===== src/rtl/serial_fir_mac_if.sv =====
// Handshake/data bundle between the serial FIR MAC stage and its tap shift register.
// Latency: none, wires only.
// Backpressure: none; busy_o and drop_o report samples that arrive while a sweep is running.
interface serial_fir_mac_if #(
  parameter int DW = 12,
  parameter int AW = 4,
  parameter int OW = 28
);
  logic                 din_vld_i;
  logic                 en_o;
  logic [AW-1:0]        addr_o;
  logic signed [DW-1:0] tap_i;
  logic signed [OW-1:0] dout_o;
  logic                 dout_vld_o;
  logic                 busy_o;
  logic                 drop_o;

  // MAC stage side
  modport master (
    input  din_vld_i, tap_i,
    output en_o, addr_o, dout_o, dout_vld_o, busy_o, drop_o
  );

  // Shift register / sample source / result sink side
  modport slave (
    output din_vld_i, tap_i,
    input  en_o, addr_o, dout_o, dout_vld_o, busy_o, drop_o
  );
endinterface


===== src/rtl/serial_fir_mac.sv =====
// Serial FIR control + multiply-accumulate: shifts a new sample in, sweeps all taps, emits the sum.
// Latency: din_vld_i accepted in cycle 0 -> dout_vld_o in cycle TAPS+1; one sample per TAPS+1 cycles.
// Backpressure: samples arriving mid-sweep are not shifted in and are flagged by a one-cycle drop_o.
module serial_fir_mac #(
  parameter int DW   = 12,
  parameter int CW   = 12,
  parameter int TAPS = 16,
  parameter int AW   = 4,
  parameter int OW   = DW + CW + AW,
  parameter logic [TAPS*CW-1:0] COEF = {TAPS{{{(CW-1){1'b0}}, 1'b1}}}
) (
  input logic              clk_i,
  input logic              rst_i,
  serial_fir_mac_if.master bus
);

  localparam logic [0:0] S_IDLE = 1'b0;
  localparam logic [0:0] S_MAC  = 1'b1;

  logic [0:0]              state;
  logic signed [OW-1:0]    acc;
  logic signed [OW-1:0]    acc_nxt;
  logic signed [CW-1:0]    coef;
  logic signed [DW+CW-1:0] prod;
  logic                    last;

  // Unpack the coefficient vector so tap address k selects h[k] directly
  logic signed [CW-1:0] coef_tbl [TAPS];
  for (genvar k = 0; k < TAPS; k++) begin : g_coef
    assign coef_tbl[k] = COEF[k*CW +: CW];
  end

  // Product of the current tap and its coefficient, sign-extended into the accumulator
  always_comb begin
    coef    = coef_tbl[bus.addr_o];
    prod    = bus.tap_i * coef;
    acc_nxt = acc + $signed({{(OW-DW-CW){prod[DW+CW-1]}}, prod});
    last    = (bus.addr_o == AW'(TAPS - 1));
  end

  // Shift only when idle so the register captures the sample on the edge that starts the sweep
  assign bus.en_o   = bus.din_vld_i && (state == S_IDLE);
  assign bus.busy_o = (state == S_MAC);

  // Sweep sequencer, accumulator and registered result/pulse outputs
  always_ff @(posedge clk_i or posedge rst_i) begin
    if (rst_i) begin
      state          <= S_IDLE;
      acc            <= '0;
      bus.addr_o     <= '0;
      bus.dout_o     <= '0;
      bus.dout_vld_o <= 1'b0;
      bus.drop_o     <= 1'b0;
    end else begin
      bus.dout_vld_o <= 1'b0;
      bus.drop_o     <= 1'b0;
      case (state)
        S_IDLE: begin
          if (bus.din_vld_i) begin
            state      <= S_MAC;
            acc        <= '0;
            bus.addr_o <= '0;
          end
        end
        S_MAC: begin
          if (bus.din_vld_i) begin
            bus.drop_o <= 1'b1;
          end
          if (last) begin
            bus.dout_o     <= acc_nxt;
            bus.dout_vld_o <= 1'b1;
            bus.addr_o     <= '0;
            state          <= S_IDLE;
          end else begin
            acc        <= acc_nxt;
            bus.addr_o <= bus.addr_o + AW'(1);
          end
        end
        default: begin
          state      <= S_IDLE;
          bus.addr_o <= '0;
        end
      endcase
    end
  end

endmodule


===== src/flat_wrapper.sv =====
// flat-port wrapper written by rule: the top's interface ports become plain ports
module serial_fir_mac_flat 
#(
  parameter int DW   = 12,
  parameter int CW   = 12,
  parameter int TAPS = 16,
  parameter int AW   = 4,
  parameter int OW   = DW + CW + AW,
  parameter logic [TAPS*CW-1:0] COEF = {TAPS{{{(CW-1){1'b0}}, 1'b1}}}
)
  (clk_i, rst_i, bus_din_vld_i, bus_tap_i, bus_en_o, bus_addr_o, bus_dout_o, bus_dout_vld_o, bus_busy_o, bus_drop_o);
  serial_fir_mac_if #(.DW(DW), .AW(AW), .OW(OW)) bus_i ();
  input logic clk_i;
  input logic rst_i;
  input wire logic [$bits(bus_i.din_vld_i)-1:0] bus_din_vld_i;
  input wire logic [$bits(bus_i.tap_i)-1:0] bus_tap_i;
  output wire logic [$bits(bus_i.en_o)-1:0] bus_en_o;
  output wire logic [$bits(bus_i.addr_o)-1:0] bus_addr_o;
  output wire logic [$bits(bus_i.dout_o)-1:0] bus_dout_o;
  output wire logic [$bits(bus_i.dout_vld_o)-1:0] bus_dout_vld_o;
  output wire logic [$bits(bus_i.busy_o)-1:0] bus_busy_o;
  output wire logic [$bits(bus_i.drop_o)-1:0] bus_drop_o;
  assign bus_i.din_vld_i = bus_din_vld_i;
  assign bus_i.tap_i = bus_tap_i;
  assign bus_en_o = bus_i.en_o;
  assign bus_addr_o = bus_i.addr_o;
  assign bus_dout_o = bus_i.dout_o;
  assign bus_dout_vld_o = bus_i.dout_vld_o;
  assign bus_busy_o = bus_i.busy_o;
  assign bus_drop_o = bus_i.drop_o;
  serial_fir_mac #(.DW(DW), .CW(CW), .TAPS(TAPS), .AW(AW), .OW(OW), .COEF(COEF)) u_core (.clk_i(clk_i), .rst_i(rst_i), .bus(bus_i));
endmodule

===== config.mk =====
export PLATFORM = sky130hd
export DESIGN_NAME = serial_fir_mac_flat
export DESIGN_NICKNAME = d
export VERILOG_FILES = /design/src/rtl/serial_fir_mac_if.sv /design/src/rtl/serial_fir_mac.sv /design/src/flat_wrapper.sv
export SDC_FILE = /design/constraint.sdc
export NUM_CORES = 1
export LEC_CHECK = 0
export BUFFER_PORTS_ARGS = -buffer_cell sky130_fd_sc_hd__buf_2
export CORE_ASPECT_RATIO = 0.8
export CORE_MARGIN = 2
export CORE_UTILIZATION = 60
export CTS_CLUSTER_SIZE = 28
export DETAILED_ROUTE_END_ITERATION = 10
export HOLD_SLACK_MARGIN = 0.02
export PLACE_DENSITY_LB_ADDON = 0.1
export SETUP_SLACK_MARGIN = 0.5
export SYNTH_ARGS = -nofsm -noshare
export SYNTH_HDL_FRONTEND = slang
export SYNTH_SLANG_ARGS = --single-unit

===== constraint.sdc =====
create_clock -name clk_i -period 4.6 [get_ports clk_i]
set_clock_uncertainty 0.1 [all_clocks]
set_input_delay 0 -clock clk_i [delete_from_list [all_inputs] [get_ports clk_i]]
set_output_delay 0 -clock clk_i [all_outputs]
set_load 0.05 [all_outputs]

==> key figures <==
Critical path
  • Startpoint Class: flop
  • Critical Path RT: 4.76 ns
  • Reg2reg start: u_core.acc[3]
  • Most frequent CP cell: ha_1
  • CP Max Fanout: 6
  • Worst EP arrival: 3.86 ns
  • Crit end category: flop
  • CP max-delay cell: o311ai_1
  • WS Path Type: flop to flop
  • Cells along the critical path: ha_1 > ha_1 > ha_1 > ha_1 > fa_1 > a211oi_2 > o21ai_2 > o311ai_1 > a21oi_1 > or3_1 > a32o_1
  • CP top delay family: adder cells
  • Reg-to-reg slack, setup: 0.89 ns
  • R2R cell count: 11
  • R2R Path End: u_core.acc[23]
  • Critical Path Max Stage Delay: 0.45 ns
  • CP bufs+invs: 0

Synthesis
  • Mapped Avg Cell Area: 9.304 µm²
  • Synth Area in Compound Gates: 0.1872
  • Async SR Flop Fraction: 1.000
  • Seq/Total Area, Yosys: 0.3240
  • #FFs+latches synth: 63
  • Dominant synthesized flop cell: dfrtp_1
  • Post-Synth Adder-Cell Area: 0.2690
  • XOR/XNOR share of the synthesized area: 0.03703
  • Simple-gate share of the synthesized area: 0.1489
  • Main combinational cell family by area after synthesis: adder cells
  • Syn_nets: 642
  • Unique masters post-synth: 59
  • Post-Synthesis Cells: 523
  • Post-synthesis mux area share: 0.01054
  • Yosys warns: 0
  • Number of flops mapped to enable cells by yosys: 0
  • Mapped Area: 0.004866 mm²

Detailed routing
  • Routed WL per cell: 16.20 µm
  • Remaining DRCs: 0
  • Vias per Instance: 6.018
  • DRT iter0 DRCs: 242
  • Antenna Violating Nets Remaining: 0
  • Final WL: 11000 µm
  • Vias: 4086
  • Drt first pass iters: 5

Layout
  • FILL cells: 686
  • Commonest non-fill, non-tap cells in the layout: 103 x ha_1, 83 x nand2_1, 63 x dfrtp_1
  • N_diodes: 0
  • Fin util: 0.6855
  • Most common cell after layout, fill and taps aside: ha_1
  • Area grow syn2layout: 11.44%
  • Layout cells sized above 1: 0.1436
  • Final net count: 685

Place
  • Post-DP HPWL: 8057 µm
  • RePlAce Congestion: 0.9280
  • Port Buffers: 50

Clocking
  • Worst-path clk slew: 0.09 ns
  • TritonCTS Sinks: 63
  • Setup Fix Bufs, Post-CTS: 0
  • Num CTS Buffers: 9
  • Maximum clock insertion buffer count: 2
  • H-tree level count: 3
  • TritonCTS clock tree: done
  • Root buf cell: clkbuf_8
  • Clock latency on the worst-skew pair: 0.36 ns

Global routing
  • First-pass GRT wire length: 18780 µm
  • Total track usage: 0.2655
  • Largest net degree at the start of global routing: 64
  • M1 GR Usage: 0.3681
  • Total gr overflow: 0
  • GR Util met3: 0.05901
  • Gr busiest metal: met2
  • Global Route met2 Usage: 0.4248
  • Initial antenna violation count: 0
  • Vias in the first global route: 3956

STA
  • Final Max Tran Viols: 0
  • Unrepaired setup endpoints after global routing: false
  • Final Setup Violations: 0
  • Setup TNS: 0 ns
  • Slew margin rel.: 0.3523
  • Worst slew pin tran: 0.9692 ns
  • Post-route clock period utilization: 0.8060
  • Hold Vio Cnt, Final: 0
  • Max Fclk: 269.7 MHz
  • Fin crit period: 3.708 ns

Floorplanning
  • Core box area: 0.007910 mm²
  • Die X: 104.7 µm
  • IO Count: 51
  • Initial Util: 0.6152
  • Die H: 84.55 µm
  • Die Area: 0.008851 mm²
  • Row Count: 29

Job
  • Max-cap violations: 0

Hold path
  • Hold_sp: bus_tap_i[1]
  • Hold path depth: 5
  • Worst Hold Class: primary input to flop
  • Hold Path End: u_core.bus.dout_o[1]

Outcome
  • Status: finished, final reports clean
[area by class of cell]
type	instances	area, µm²	area share
Clock buffer	10	137.6	0.02538
Sequential cell	63	1577	0.2907
Timing Repair Buffer	56	302.8	0.05584
Inverter	6	22.52	0.004153
Clock inverter	6	68.82	0.01269
Multi-Input combinational cell	430	3179	0.5863
Tap cell	108	135.1	0.02492
[through the flow]
| step | area, µm² | worst slack [ns] | hold WS, ns | std cells |
|---|---|---|---|---|
| after global routing | 5423 | 0.7200 | 0.07272 | 679 |
| after global placement | 5186 | 0.9831 | 0.1674 | 660 |
| final | 5423 | 0.8923 | 0.02814 | 679 |
| after detailed placement | 5186 | 0.9110 | 0.1868 | 660 |
| after floorplan | 4866 | 1.200 | 0.007269 | 523 |
| after CTS | 5423 | 0.8811 | 0.02874 | 679 |
[sequential cells by signal, summed over array words and instances, names as in the netlist]
register	flops
u_core.bus.busy_o	1
u_core.bus.dout_vld_o	1
u_core.acc	28
u_core.bus.drop_o	1
u_core.bus.dout_o	28
u_core.bus.addr_o	4
[worst max-delay path by stage]
stage / startpoint / to / slack (ns) / cells past startpoint
2_1_floorplan: u_core.acc[3] / u_core.acc[23] / 1.20 / 11
6_report: u_core.acc[3] / u_core.acc[23] / 0.89 / 11
5_1_grt: u_core.acc[3] / u_core.acc[23] / 0.72 / 11
3_3_place_gp: u_core.acc[3] / u_core.acc[23] / 0.98 / 11
4_1_cts: u_core.acc[3] / u_core.acc[23] / 0.88 / 11
3_5_place_dp: u_core.acc[3] / u_core.acc[23] / 0.91 / 11
[per-layer routing]
layer | vias to the layer above | routed length, µm
met5 | - | 0
met3 | 12 | 727
met4 | 0 | 123
li1 | 2017 | -
met1 | 1928 | 5122
met2 | 129 | 5024
[worst reg2reg max path: cells and delay by family, from the launching register on]
| family | cells | cell delay, ns |
|---|---|---|
| AO/OA/AOI/OAI | 5 | 1.24 |
| adder cells (fa/ha/maj) | 5 | 1.48 |
| AND/OR/NAND/NOR | 1 | 0.39 |
| flip-flops | 1 | 0.39 |
[cell usage after synthesis, drive strengths merged, types with 2 or more instances]
cell     count  area (µm²)
nor4         2       12.51
a31o         2       17.52
a211o        2       18.77
a31oi        2       12.51
mux2i        4       40.04
a21boi       2       15.01
nand2b       4       25.02
a2111oi      2       23.77
a211oi       8       65.06
or3          4       25.02
o21ai       56       284.0
xor2         8       70.07
o31ai        2       15.01
a22o         5       43.79
a21o         6       46.30
o21bai       2       15.01
dfrtp       63        1577
a21oi       27       135.1
nand2       83       311.6
a32oi        3       26.28
xnor2       10       87.58
nand3       12       60.06
o22a         2       17.52
clkbuf      18       67.56
o311ai       4       35.04
ha         103        1289
and3         6       37.54
nor3         4       20.02
and2         8       51.30
nand4       11       68.82
a32o         2       20.02
o211ai       5       42.54
nor2        24       90.09
inv          6       22.52
buf          6       23.77
[cells by family after synthesis]
kind of cell,count (synthesis)
AND/OR/NAND/NOR,161
AO/OA/AOI/OAI,141
adder cells (fa/ha/maj),104
flip-flops,63
buffers and inverters,30
XOR/XNOR,19
multiplexers,5
[timing repair]
action,in CTS,in global routing
hold endpoints to repair,70,0
hold buffers,3,0
gates resized for setup,0,0
Power is not shown: default switching activity piles up to over one toggle a cycle in this logic, so the estimate is an artifact.
